## src/rtl/fpu_pkg.sv

```systemverilog
// fpu_pkg: shared FPU operand classes, standard format widths and shift-width helper.
`default_nettype none

package fpu_pkg;

  typedef enum logic [2:0] {
    ZERO      = 3'd0,
    SUBNORMAL = 3'd1,
    NORMAL    = 3'd2,
    INF       = 3'd3,
    QNAN      = 3'd4,
    SNAN      = 3'd5
  } fp_class_e;

  localparam int unsigned HALF_EXP_W   = 5;
  localparam int unsigned HALF_FRAC_W  = 10;
  localparam int unsigned SINGLE_EXP_W  = 8;
  localparam int unsigned SINGLE_FRAC_W = 23;
  localparam int unsigned DOUBLE_EXP_W  = 11;
  localparam int unsigned DOUBLE_FRAC_W = 52;

  // Shift range covers the hidden bit plus guard/round/sticky positions.
  function automatic int unsigned shift_width(input int unsigned frac_w);
    return $clog2(frac_w + 4);
  endfunction

endpackage

`default_nettype wire

```

## src/rtl/fp_classify.sv

```systemverilog
// fp_classify: combinational class / effective exponent / mantissa decode of one operand.
// Optional FPU_DAZ_EN flushes subnormals to ZERO.
`default_nettype none

module fp_classify
  import fpu_pkg::*;
#(
  parameter int unsigned EXP_W  = 8,
  parameter int unsigned FRAC_W = 23
) (
  input  logic [EXP_W-1:0]  exp,
  input  logic [FRAC_W-1:0] frac,
  output fp_class_e         cls,
  output logic [EXP_W-1:0]  eff_exp,
  output logic [FRAC_W:0]   mant
);

  logic exp_zero;
  logic exp_ones;
  logic frac_zero;

  assign exp_zero  = (exp == '0);
  assign exp_ones  = &exp;
  assign frac_zero = (frac == '0);

  always_comb begin
    cls     = NORMAL;
    eff_exp = exp;
    mant    = {1'b1, frac};
    if (exp_zero) begin
      // Subnormals share the exponent of the smallest normal.
      eff_exp = {{(EXP_W-1){1'b0}}, 1'b1};
      mant    = {1'b0, frac};
      cls     = frac_zero ? ZERO : SUBNORMAL;
`ifdef FPU_DAZ_EN
      cls     = ZERO;
      mant    = '0;
`endif
    end else if (exp_ones) begin
      if (frac_zero)
        cls = INF;
      else if (frac[FRAC_W-1])
        cls = QNAN;
      else
        cls = SNAN;
    end
  end

endmodule

`default_nettype wire

```

## src/rtl/fp_operand_align_pipe.sv

```systemverilog
// fp_operand_align_pipe: two-stage decode/align of an FP operand pair with valid/ready back-pressure.
// Optional FPU_DAZ_EN (denormals-are-zero) is handled inside fp_classify.
`default_nettype none

module fp_operand_align_pipe
  import fpu_pkg::*;
#(
  parameter int unsigned EXP_W  = 8,
  parameter int unsigned FRAC_W = 23,
  parameter int unsigned TAG_W  = 4
) (
  input  logic                             clk_i,
  input  logic                             rst_n_i,
  input  logic                             in_valid_i,
  output logic                             in_ready_o,
  input  logic [EXP_W+FRAC_W:0]            x_i,
  input  logic [EXP_W+FRAC_W:0]            y_i,
  input  logic [TAG_W-1:0]                 tag_i,
  output logic                             out_valid_o,
  input  logic                             out_ready_i,
  output logic                             big_sign_o,
  output logic                             small_sign_o,
  output logic [EXP_W-1:0]                 big_exp_o,
  output logic [EXP_W-1:0]                 small_exp_o,
  output logic [FRAC_W:0]                  big_mant_o,
  output logic [FRAC_W:0]                  small_mant_o,
  output logic                             swapped_o,
  output logic [EXP_W-1:0]                 exp_diff_o,
  output logic [shift_width(FRAC_W)-1:0]   shift_o,
  output logic [2:0]                       x_class_o,
  output logic [2:0]                       y_class_o,
  output logic [TAG_W-1:0]                 tag_o
);

  localparam int unsigned SHIFT_W   = shift_width(FRAC_W);
  localparam int unsigned SHIFT_SAT = FRAC_W + 3;

  // Stage 1 decode
  fp_class_e               x_cls_d, y_cls_d;
  logic [EXP_W-1:0]        x_exp_d, y_exp_d;
  logic [FRAC_W:0]         x_mant_d, y_mant_d;

  fp_classify #(.EXP_W(EXP_W), .FRAC_W(FRAC_W)) u_cls_x (
    .exp     (x_i[EXP_W+FRAC_W-1:FRAC_W]),
    .frac    (x_i[FRAC_W-1:0]),
    .cls     (x_cls_d),
    .eff_exp (x_exp_d),
    .mant    (x_mant_d)
  );

  fp_classify #(.EXP_W(EXP_W), .FRAC_W(FRAC_W)) u_cls_y (
    .exp     (y_i[EXP_W+FRAC_W-1:FRAC_W]),
    .frac    (y_i[FRAC_W-1:0]),
    .cls     (y_cls_d),
    .eff_exp (y_exp_d),
    .mant    (y_mant_d)
  );

  logic                    s1_valid, s2_valid;
  logic                    s1_ready, s2_ready;
  logic                    s1_x_sign, s1_y_sign;
  logic [EXP_W-1:0]        s1_x_exp, s1_y_exp;
  logic [FRAC_W:0]         s1_x_mant, s1_y_mant;
  fp_class_e               s1_x_cls, s1_y_cls;
  logic [TAG_W-1:0]        s1_tag;

  assign s2_ready   = !s2_valid || out_ready_i;
  assign s1_ready   = !s1_valid || s2_ready;
  assign in_ready_o = s1_ready;
  assign out_valid_o = s2_valid;

  always_ff @(posedge clk_i) begin
    if (!rst_n_i) begin
      s1_valid  <= 1'b0;
      s1_x_sign <= 1'b0;
      s1_y_sign <= 1'b0;
      s1_x_exp  <= '0;
      s1_y_exp  <= '0;
      s1_x_mant <= '0;
      s1_y_mant <= '0;
      s1_x_cls  <= ZERO;
      s1_y_cls  <= ZERO;
      s1_tag    <= '0;
    end else if (s1_ready) begin
      s1_valid <= in_valid_i;
      if (in_valid_i) begin
        s1_x_sign <= x_i[EXP_W+FRAC_W];
        s1_y_sign <= y_i[EXP_W+FRAC_W];
        s1_x_exp  <= x_exp_d;
        s1_y_exp  <= y_exp_d;
        s1_x_mant <= x_mant_d;
        s1_y_mant <= y_mant_d;
        s1_x_cls  <= x_cls_d;
        s1_y_cls  <= y_cls_d;
        s1_tag    <= tag_i;
      end
    end
  end

  // Stage 2 align: magnitude order on {eff_exp, mant}, ties keep X as big.
  logic                    y_big;
  logic [EXP_W-1:0]        big_exp_d, small_exp_d, diff_d;
  logic [31:0]             diff_ext;
  logic [SHIFT_W-1:0]      shift_d;

  assign y_big       = {s1_y_exp, s1_y_mant} > {s1_x_exp, s1_x_mant};
  assign big_exp_d   = y_big ? s1_y_exp : s1_x_exp;
  assign small_exp_d = y_big ? s1_x_exp : s1_y_exp;
  assign diff_d      = big_exp_d - small_exp_d;
  assign diff_ext    = 32'(diff_d);
  assign shift_d     = (diff_ext > 32'(SHIFT_SAT)) ? SHIFT_W'(SHIFT_SAT) : SHIFT_W'(diff_d);

  always_ff @(posedge clk_i) begin
    if (!rst_n_i) begin
      s2_valid     <= 1'b0;
      big_sign_o   <= 1'b0;
      small_sign_o <= 1'b0;
      big_exp_o    <= '0;
      small_exp_o  <= '0;
      big_mant_o   <= '0;
      small_mant_o <= '0;
      swapped_o    <= 1'b0;
      exp_diff_o   <= '0;
      shift_o      <= '0;
      x_class_o    <= 3'(ZERO);
      y_class_o    <= 3'(ZERO);
      tag_o        <= '0;
    end else if (s2_ready) begin
      s2_valid <= s1_valid;
      if (s1_valid) begin
        big_sign_o   <= y_big ? s1_y_sign : s1_x_sign;
        small_sign_o <= y_big ? s1_x_sign : s1_y_sign;
        big_exp_o    <= big_exp_d;
        small_exp_o  <= small_exp_d;
        big_mant_o   <= y_big ? s1_y_mant : s1_x_mant;
        small_mant_o <= y_big ? s1_x_mant : s1_y_mant;
        swapped_o    <= y_big;
        exp_diff_o   <= diff_d;
        shift_o      <= shift_d;
        x_class_o    <= 3'(s1_x_cls);
        y_class_o    <= 3'(s1_y_cls);
        tag_o        <= s1_tag;
      end
    end
  end

endmodule

`default_nettype wire

```

## config.mk

```make
export PLATFORM = sky130hd
export DESIGN_NAME = fp_operand_align_pipe
export DESIGN_NICKNAME = d
export VERILOG_FILES = /design/src/rtl/fpu_pkg.sv /design/src/rtl/fp_classify.sv /design/src/rtl/fp_operand_align_pipe.sv
export SDC_FILE = /design/constraint.sdc
export NUM_CORES = 1
export LEC_CHECK = 0
export BUFFER_PORTS_ARGS = -buffer_cell sky130_fd_sc_hd__buf_2
export CAP_MARGIN = 15
export CORE_UTILIZATION = 35
export DETAILED_ROUTE_END_ITERATION = 8
export PLACE_DENSITY = 0.51
export SLEW_MARGIN = 30
export SYNTH_ARGS = -nofsm -noshare
export SYNTH_HDL_FRONTEND = slang
export SYNTH_SLANG_ARGS = --single-unit
```

## constraint.sdc

```tcl
create_clock -name clk_i -period 6.9 [get_ports clk_i]
set_clock_uncertainty 0.15 [all_clocks]
set_input_delay 0.345 -clock clk_i [delete_from_list [all_inputs] [get_ports clk_i]]
set_output_delay 0.345 -clock clk_i [all_outputs]
set_load 0.02 [all_outputs]
```

==> reports/results.tsv, run 1 <==
metric	value	unit
die area	0.0229	mm2
achievable frequency	0.238	GHz
EDFF count, synth	0	
Place WS	2.74	ns
YS warnings	0	
status	finished, final reports clean	
Primary FF master, synth	dfxtp_1	
static leakage	3.84	nW
GRT Total Usage	0.212	
Routed wire per std cell	16.7	um
core area	0.0218	mm2
final WL	23800	um
critical path arrival	4.40	ns
drt drc	0	
Adder-Cell Fraction of Synth Area	0.0513	
Worst Hold Class	in -> reg	
first-pass GRT wire length	37100	um
setup TNS	0	ns
mux share of post-synthesis cell area	0.00721	
cells after synthesis	1014	
Post-synth ARST share	0	
placed cells	1392	
largest family of logic cells by synthesized area	compound AO/OA/AOI/OAI gates	
final hold slack	0.0177	ns
die width	151	um
pins over their slew limit	0	
library cells used by synthesis	61	
most frequent cells in the layout	242 x nand2_1, 168 x dfxtp_1, 163 x buf_2, 105 x a21oi_1, 93 x nor2_1	
final hold violations	0	
GR Overflow Total	0	
CTS clk-pin slew, worst paths	0.07	ns
crit path launch type	flip-flop	
RSZ-0062 raised after global routing	no	
Pwr Density	273	mW/mm2
via count	7417	
Initial Utilization	0.358	
initial antenna violation count	1	
Synth-to-Final Area Change	20.3	%
PortBufs	163	
final setup vio count	0	
largest net degree at the start of global routing	101	
Starting DRT DRC Count	417	
Nets	1238	
Synth Area in XOR/XNOR	0.00673	
Area contributors post-synth	dfxtp_1 43%, nand2_1 12%, a21oi_1 6.7%, ha_1 5.1%, o21ai_0 4.7%	
Root Driver	clkbuf_16	
vias in the first global route	6822	
Worst R2R Start	s1_x_exp[4]	
Post-Synth Simple-Gate Area	0.221	
setup ws final	2.71	ns
hold path start	x_i[17]	
crit path max fanout	35	
Non-Filler Cell Area, Final	0.00940	mm2
GP Congestion	0.853	
crit path kind	reg -> reg	
# H-tree levels	4	
Critical Path Source	s1_x_exp[4]	
Req. time, crit path	7.10	ns
synthesis-stage register bit count	168	
Slew @ Worst Pin	0.895	ns
Num CTS Buffers	17	
sequential-to-total area share from yosys stat	0.431	
Sink Count	168	
placed cell areas	0.00876	mm2
layout cell share with drive strength beyond 1	0.194	
Routed Antenna Nets	0	
Compound-Gate Fraction of Synth Area	0.229	
crit path time final	4.19	ns
CTS Buffer Depth	2	
I/O pin cnt	164	
Via density	5.19	
Tot Pwr	2.57	mW
Clk Latency, worst-skew pair	0.43	ns
dpl hpwl	16300	um
Synth top area share	0.431	
Detailed Routing Iterations Pass 1	7	
final non-filler cell total	1428	
crit path capture type	flip-flop	
Post-CTS Setup Bufs	0	
area leader, netlist	dfxtp_1	
final period utilization	0.608	
VDD IR max	0.127	mV
CTS tree	built	
Rel. slew slack	0.403	
Max Cap Violations	0	
Synth Cell Area	0.00781	mm2
Util after Layout	0.431	
syn nets	1118	
Syn Area/Cell	7.70	um2
most common cell after layout, fill and taps aside	nand2_1	
number of placement rows	54	
Die Height	151	um
timing repair:
item | CTS | global route
hold buffers | 3 | 0
hold endpoints to repair | 3 | 0
gates resized for setup | 0 | 0
synth_stat cells, types with 3 or more instances:
cell	n
ha_1	32
nand2b_1	3
or2_2	4
nand4_1	12
nand3_1	8
clkbuf_1	63
buf_1	5
a21oi_1	105
a31oi_1	4
inv_1	36
nand2_1	243
o21a_1	5
o211ai_1	33
a211oi_1	6
mux2i_1	3
o221ai_1	3
and2_1	4
o21ai_0	73
nor2_1	93
nor4_1	15
nor2b_1	6
a311oi_1	30
xnor2_1	4
a21o_1	4
dfxtp_1	168
o22ai_1	5
nor3_1	6
state kept, by name, indices dropped and copies added (netlist names), 3 cells and up:
signal	flops
s1_y_exp	8
exp_diff_o	8
small_exp_o	8
small_mant_o	24
x_class_o	3
s1_tag	4
s1_y_mant	24
big_mant_o	24
s1_y_cls	3
s1_x_exp	8
tag_o	4
big_exp_o	8
y_class_o	3
s1_x_cls	3
s1_x_mant	24
shift_o	5
cell type report:
cell class | count | area [um2]
Timing Repair Buffer | 173 | 902
Fill cell | 2296 | 12400
Antenna cell | 1 | 2.50
Multi-Input combinational cell | 737 | 4030
Tap cell | 280 | 350
Sequential cell | 168 | 3360
Clock buffer | 21 | 460
Inverter | 37 | 141
Clock inverter | 11 | 146
metal layers:
metal	vias to the layer above	part of all wire	GRT usage
met2	162	0.48	0.356
met1	3459	0.46	0.277
li1	3771	-	-
met4	0	0.015	0.0600
met5	-	0	0
met3	25	0.040	0.0367
worst max-delay path, cell delays in order (launching register included):
cell and delay [ns]:
dfxtp_1 0.38, inv_1 0.09, ha_1 0.48, nand4_2 0.20
nor4_2 0.34, nand2_1 0.11, o21a_2 0.39, nor2_4 0.61
o22ai_2 0.24, o211a_1 0.28, o211ai_2 0.29, or3b_1 0.39
o31ai_2 0.16
cells by family (layout without fill, tap and decap cells):
logic type / after synthesis / after routing
adders and majority gates: 32 / 32
DFF: 168 / 168
and+or+nand+nor: 407 / 407
xor gates and xnor gates: 6 / 6
AOI/OAI and AO/OA: 287 / 287
buffers and inverters: 109 / 242
other: 0 / 1
muxes: 5 / 5
final timing paths:
check | end | slack [ns] | cells past startpoint
min | s1_x_mant[17] | 0.02 | 3
max reg2reg | shift_o[2] | 2.71 | 12
max | shift_o[2] | 2.71 | 12
min reg2reg | tag_o[2] | 0.30 | 2
power breakdown:
group	switching, mW	total [mW]	internal (mW)
Combinational	0.336	0.501	0.165
Sequential	0.0418	1.07	1.03
Clock	0.405	0.995	0.590
No activity file was read; power rests on OpenSTA's default activity.
==> run 2, diff against run 1 <==
Settings changed: ABC_AREA set to 1, PLACE_DENSITY 0.51 to 0.53.
Clock period 6.9 ns to 3.7 ns, I/O delays scaled along.
==> run 2 against run 1 <==
Wire length is 3.1% lower. Critical path depth is 10 higher. Clock power is 100% higher. Worst hold slack better by 0.16 ns. Die area is 0.79% lower. Sequential power is 88% higher. Via count is 2.5% higher. Global-route usage is 0.46 points lower. Combinational power is 120% higher. Maximum frequency is 25% higher. Non-clock buffer count is 70 higher.
==> reports/results.tsv, run 2 <==
metric	value	unit	change
synthesis-stage register bit count	168		unchanged
area leader, netlist	dfxtp_1		
YS warnings	0		unchanged
RSZ-0062 raised after global routing	no		
GR Overflow Total	0		unchanged
first-pass GRT wire length	36400	um	-1.9%
CTS tree	built		
Die Height	151	um	-0.40%
crit path max fanout	29		-17%
Detailed Routing Iterations Pass 1	5		-2
EDFF count, synth	0		unchanged
critical path arrival	3.53	ns	-0.87 ns
GRT Total Usage	0.208		-0.00458
syn nets	1169		+4.6%
final period utilization	0.904		+0.296
dpl hpwl	16000	um	-1.7%
largest net degree at the start of global routing	85		-16%
worst r2r dst	shift_o[3]		
Primary FF master, synth	dfxtp_1		
sequential-to-total area share from yosys stat	0.434		+0.00348
Nets	1366		+10%
FF-to-FF path depth	22		+10
I/O pin cnt	164		unchanged
crit path launch type	flip-flop		
Slew @ Worst Pin	0.687	ns	-0.208 ns
status	finished, final reports clean		
number of placement rows	54		unchanged
multi-input logic area	0.00370	mm2	-8.3%
Post-synth ARST share	0		unchanged
Worst R2R Start	s1_x_exp[3]		
hold path cells	3		unchanged
library cells used by synthesis	33		-46%
die area	0.0227	mm2	-0.79%
Worst Hold Class	in -> reg		
placed cell areas	0.00875	mm2	-0.11%
core area	0.0218	mm2	-0.31%
vias in the first global route	6906		+1.2%
Pwr Density	505	mW/mm2	+85%
Area contributors post-synth	dfxtp_1 43%, a21oi_1 12%, o21ai_0 8.8%, nand2_1 8.3%, inv_1 5.5%		
Via density	4.89		-5.9%
Util after Layout	0.465		+0.0344
via count	7604		+2.5%
Synth-to-Final Area Change	30.6	%	
CTS Buffer Depth	2		unchanged
setup TNS	0	ns	unchanged
Initial Utilization	0.356		-0.00176
count leader, synth	a21oi_1		
Clk Latency, worst-skew pair	0.43	ns	about the same
Max Cap Violations	0		unchanged
Antenna diodes	0		-1
Tot Pwr	5.11	mW	+99%
die width	151	um	-0.40%
CTS clk-pin slew, worst paths	0.07	ns	about the same
WHS Endpoint	s1_y_mant[9]		
crit path time final	3.34	ns	-0.850 ns
flop2flop setup slack	0.36	ns	-2.35 ns
Sink Count	168		unchanged
Starting DRT DRC Count	365		-12%
static leakage	4.64	nW	+21%
Post-synth top cells	184 x a21oi_1, 171 x nand2_1, 168 x dfxtp_1		
crit path kind	reg -> reg		
crit path capture type	flip-flop		
hold path start	rst_n_i		
Req. time, crit path	3.88	ns	-3.22 ns
initial antenna violation count	0		-1
Non-Filler Cell Area, Final	0.0101	mm2	+7.7%
most common cell after layout, fill and taps aside	a21oi_1		
register area	0.00336	mm2	unchanged
Num CTS Buffers	17		unchanged
Routed wire per std cell	14.8	um	-11%
fillers	2266		-1.3%
Root Driver	clkbuf_16		
drt drc	0		unchanged
most frequent cells in the layout	184 x a21oi_1, 169 x nand2_1, 168 x dfxtp_1, 163 x buf_2, 136 x o21ai_0		
Rel. slew slack	0.541		+0.138
Synth top area share	0.434		+0.00348
layout cell share with drive strength beyond 1	0.184		-0.00923
final hold violations	0		unchanged
achievable frequency	0.299	GHz	+25%
Routed Antenna Nets	0		unchanged
final WL	23100	um	-3.1%
Syn Area/Cell	7.27	um2	-5.6%
# H-tree levels	4		unchanged
VDD IR max	0.276	mV	+120%
Synth Cell Area	0.00775	mm2	-0.80%
PortBufs	163		unchanged
Post-CTS Setup Bufs	0		unchanged
cells after synthesis	1065		+5.0%
pins over their slew limit	0		unchanged
final setup vio count	0		unchanged
GP Congestion	0.889		+4.2%
## run 2: logic make-up after synthesis
logic type / synth area share
buffers and inverters: 0.0922
adders and majority gates: 0.0517
AOI/OAI and AO/OA: 0.236
and+or+nand+nor: 0.186
DFF: 0.434
## run 2: routing by layer
layer | share of wire | global-route usage
met5 | 0 | 0
met2 | 0.48 | 0.350
met4 | 0.013 | 0.0615
met3 | 0.041 | 0.0364
met1 | 0.47 | 0.269
## run 2: cell type report
type / count / share of cell area
multi-input cells: 715 / 0.366
flip-flops and latches: 168 / 0.332
repair buffers: 243 / 0.158
inverters: 117 / 0.0434
clock buffers: 17 / 0.0420
well taps: 280 / 0.0346
clock inverters: 15 / 0.0236
## run 2: power breakdown
part	total (mW)	switching [mW]	internal, mW
combinational	1.08	0.708	0.374
clock	2.02	0.800	1.22
sequential	2.01	0.0723	1.94
## run 2: worst max-delay path by stage
| stage | from | end | cells after the start |
|---|---|---|---|
| after floorplan | s1_x_exp[3] | shift_o[3] | 22 |
| after global placement | s1_x_mant[23] | shift_o[1] | 23 |
| after detailed placement | s1_x_exp[3] | shift_o[3] | 22 |
| after CTS | s1_x_exp[3] | shift_o[3] | 22 |
| after global routing | s1_x_mant[15] | shift_o[4] | 25 |
| final | s1_x_exp[3] | shift_o[3] | 22 |
## run 2: through the flow
step                      setup WS (ns)  hold slack (ns)  std cells
after detailed placement          0.268            0.299       1454
after global routing             0.0430            0.226       1555
after global placement            0.333            0.289       1454
after floorplan                    1.04            0.183       1065
after CTS                         0.264            0.167       1555
final                             0.356            0.176       1555
## run 2: worst max-delay path: stages (launching register included)
cell	delay [ns]
dfxtp_1	0.35
inv_1	0.08
ha_1	0.40
nand2_2	0.12
clkinv_1	0.10
nand3_2	0.09
nor3_1	0.05
a21oi_1	0.24
nand2_4	0.17
nand2_8	0.21
nand2_1	0.08
nand2_1	0.16
nand2_2	0.10
nand2_2	0.08
nand3_2	0.09
nand2_1	0.10
nand2_1	0.05
nand2_1	0.05
nand2_1	0.11
nor2_2	0.20
nand2_2	0.09
o21ai_1	0.12
inv_1	0.05
## run 2: repair_timing
action / in CTS / in global routing
endpoints found under the hold margin: 69 / 0
hold buffers: 69 / 0
setup endpoints to repair: 0 / 5
resized for setup: 0 / 2
==> run 3, diff against run 2 <==
Clock period 3.7 ns to 2.95 ns, I/O delays scaled along.
==> run 3 against run 2 <==
Worst setup slack worse by 0.39 ns. Worst hold slack worse by 0.10 ns. The flow now finishes with violations (setup timing). Non-clock buffer count rose by 52. Critical path depth is the same. Sequential share of layout area down 2.3 points. Largest power group is now sequential cells. Register-to-register slack lost 0.39 ns. Die area unchanged. Via count grew 4.5%. Final area increased by 7.5%. Utilization grew 3.5 points. Largest cell class unchanged. Power is 28% higher. Maximum frequency rose by 12%.
==> reports/results.tsv, run 3 (synthesis results as in run 2) <==
metric	value	unit	change
Rel. slew slack	0.472		-0.0691
drt drc	0		unchanged
Detailed Routing Iterations Pass 1	5		unchanged
Util after Layout	0.500		+0.0350
Slew @ Worst Pin	0.791	ns	+0.104 ns
static leakage	4.98	nW	+7.3%
Root Driver	clkbuf_16		
Worst Hold Class	in -> reg		
largest net degree at the start of global routing	126		+48%
hold path cells	3		unchanged
Starting DRT DRC Count	383		+4.9%
multi-input logic area	0.00405	mm2	+9.5%
pins over their slew limit	0		unchanged
I/O pin cnt	164		unchanged
GP Congestion	0.861		-3.1%
Die Height	151	um	unchanged
most common cell after layout, fill and taps aside	a21oi_1		
Antenna diodes	0		unchanged
Clk Latency, worst-skew pair	0.43	ns	about the same
via count	7944		+4.5%
Critical Path Most Common Cell	nand2_2		
core area	0.0218	mm2	unchanged
die area	0.0227	mm2	unchanged
highest-delay cell along the critical path	dfxtp_2		
crit path time final	2.99	ns	-0.356 ns
number of placement rows	54		unchanged
Via density	4.94		+0.97%
final hold violations	0		unchanged
initial antenna violation count	0		unchanged
fillers	2160		-4.7%
RSZ-0062 raised after global routing	yes		
WHS Endpoint	big_mant_o[3]		
setup ws final	-0.0385	ns	-0.394 ns
# H-tree levels	4		unchanged
violated checks	setup timing		
Max Cap Violations	0		unchanged
most frequent cells in the layout	178 x a21oi_1, 163 x dfxtp_1, 163 x buf_2, 144 x nand2_1, 132 x o21ai_0		
Synth-to-Final Area Change	40.4	%	
placed cell areas	0.00906	mm2	+3.5%
Worst R2R Start	s1_x_mant[22]		
critical path's largest stage delay	0.34	ns	-0.06 ns
achievable frequency	0.335	GHz	+12%
die width	151	um	unchanged
crit path kind	reg -> reg		
PortBufs	163		unchanged
CTS clk-pin slew, worst paths	0.06	ns	about the same
FF-to-FF path depth	22		unchanged
critical path arrival	3.16	ns	-0.37 ns
Req. time, crit path	3.12	ns	-0.76 ns
worst r2r dst	shift_o[1]		
register area	0.00337	mm2	+0.19%
hold path start	rst_n_i		
Nets	1420		+4.0%
Routed Antenna Nets	0		unchanged
Non-Filler Cell Area, Final	0.0109	mm2	+7.5%
GRT Total Usage	0.208		+0.000859
final setup vio count	5		+5
Place WS	-0.106	ns	-0.374 ns
Initial Utilization	0.356		unchanged
Pwr Density	601	mW/mm2	+19%
crit path max fanout	7		-76%
Bufs and invs on worst path	3		unchanged
VDD IR max	0.368	mV	+33%
critical-path cell list	inv_4 -> ha_4 -> nand2_4 -> nor2_4 -> nand4_1 -> nor3b_4 -> nand2_2 -> nand2_4 -> buf_6 -> nand3b_1 -> nand2_2 -> nand2_4 -> nand2_4 -> nand3_4 -> nand2_2 -> nand2_1 -> nand2_1 -> nand2_2 -> nor2_4 -> nand2_2 -> o21ai_1 -> inv_1		
first-pass GRT wire length	36600	um	+0.57%
setup TNS	-0.113	ns	-0.113 ns
GR Overflow Total	0		unchanged
final period utilization	1.01		+0.109
vias in the first global route	7071		+2.4%
crit path capture type	flip-flop		
status	finished, violations left		
final WL	23800	um	+3.3%
CTS tree	built		
Num CTS Buffers	17		unchanged
Routed wire per std cell	14.8	um	-0.20%
dpl hpwl	16000	um	about the same
Crit path max-delay family	simple AND/OR/NAND/NOR gates		
CTS Buffer Depth	2		unchanged
crit path launch type	flip-flop		
flop2flop setup slack	-0.04	ns	-0.39 ns
layout cell share with drive strength beyond 1	0.266		+0.0821
Sink Count	168		unchanged
run 3: final cells by class:
class	instances	share of cell area
multi-input combinational	716	0.372
sequential	168	0.310
timing repair buffer	295	0.188
clock buffer	22	0.0454
inverter	117	0.0409
tap	280	0.0322
clock inverter	10	0.0106
timing repair inverter	1	0.000690
run 3: what timing repair did:
action,in CTS,in global routing
setup endpoints to repair,6,25
resized for setup,30,63
hold buffers,69,0
endpoints found under the hold margin,70,0
pin swaps,27,40
buffers inserted,8,8
gates cloned,1,1
run 3: worst max-delay path by stage:
stage	endpoint	from	slack, ns	depth (start not counted)
2_1_floorplan	shift_o[3]	s1_x_exp[3]	0.29	22
3_3_place_gp	shift_o[4]	s1_x_mant[23]	-0.02	22
3_5_place_dp	shift_o[1]	s1_x_mant[23]	-0.11	22
4_1_cts	shift_o[1]	s1_x_mant[21]	-0.05	22
5_1_grt	shift_o[4]	s1_x_exp[4]	-0.21	21
6_report	shift_o[1]	s1_x_mant[22]	-0.04	22
run 3: worst reg2reg max path, cell delays in order, from the launching register on:
cell and delay [ns]:
dfxtp_2 0.34, inv_4 0.05, ha_4 0.26, nand2_4 0.06, nor2_4 0.11, nand4_1 0.17
nor3b_4 0.29, nand2_2 0.10, nand2_4 0.12, buf_6 0.15, nand3b_1 0.09, nand2_2 0.11
nand2_4 0.08, nand2_4 0.09, nand3_4 0.08, nand2_2 0.07, nand2_1 0.05, nand2_1 0.07
nand2_2 0.08, nor2_4 0.13, nand2_2 0.08, o21ai_1 0.12, inv_1 0.05
run 3: stage by stage:
| stage | power (mW) | cells | hold WS [ns] |
|---|---|---|---|
| 2_1_floorplan | 3.48 | 1065 | 0.145 |
| 3_3_place_gp | 3.96 | 1492 | 0.252 |
| 3_5_place_dp | 3.97 | 1492 | 0.260 |
| 4_1_cts | 6.45 | 1602 | 0.0560 |
| 5_1_grt | 6.91 | 1609 | 0.111 |
| 6_report | 6.54 | 1609 | 0.0743 |
run 3: power breakdown:
group | switching, mW | internal (mW) | total, mW
Sequential | 0.0974 | 2.44 | 2.54
Combinational | 1.01 | 0.690 | 1.70
Clock | 0.940 | 1.36 | 2.30
run 3: routing by layer:
metal	global-route usage	up-vias	routed length, um
met5	0	-	0
met4	0.0500	0	145
met3	0.0431	11	1130
met2	0.350	185	11500
met1	0.273	3676	11000
li1	-	4072	-
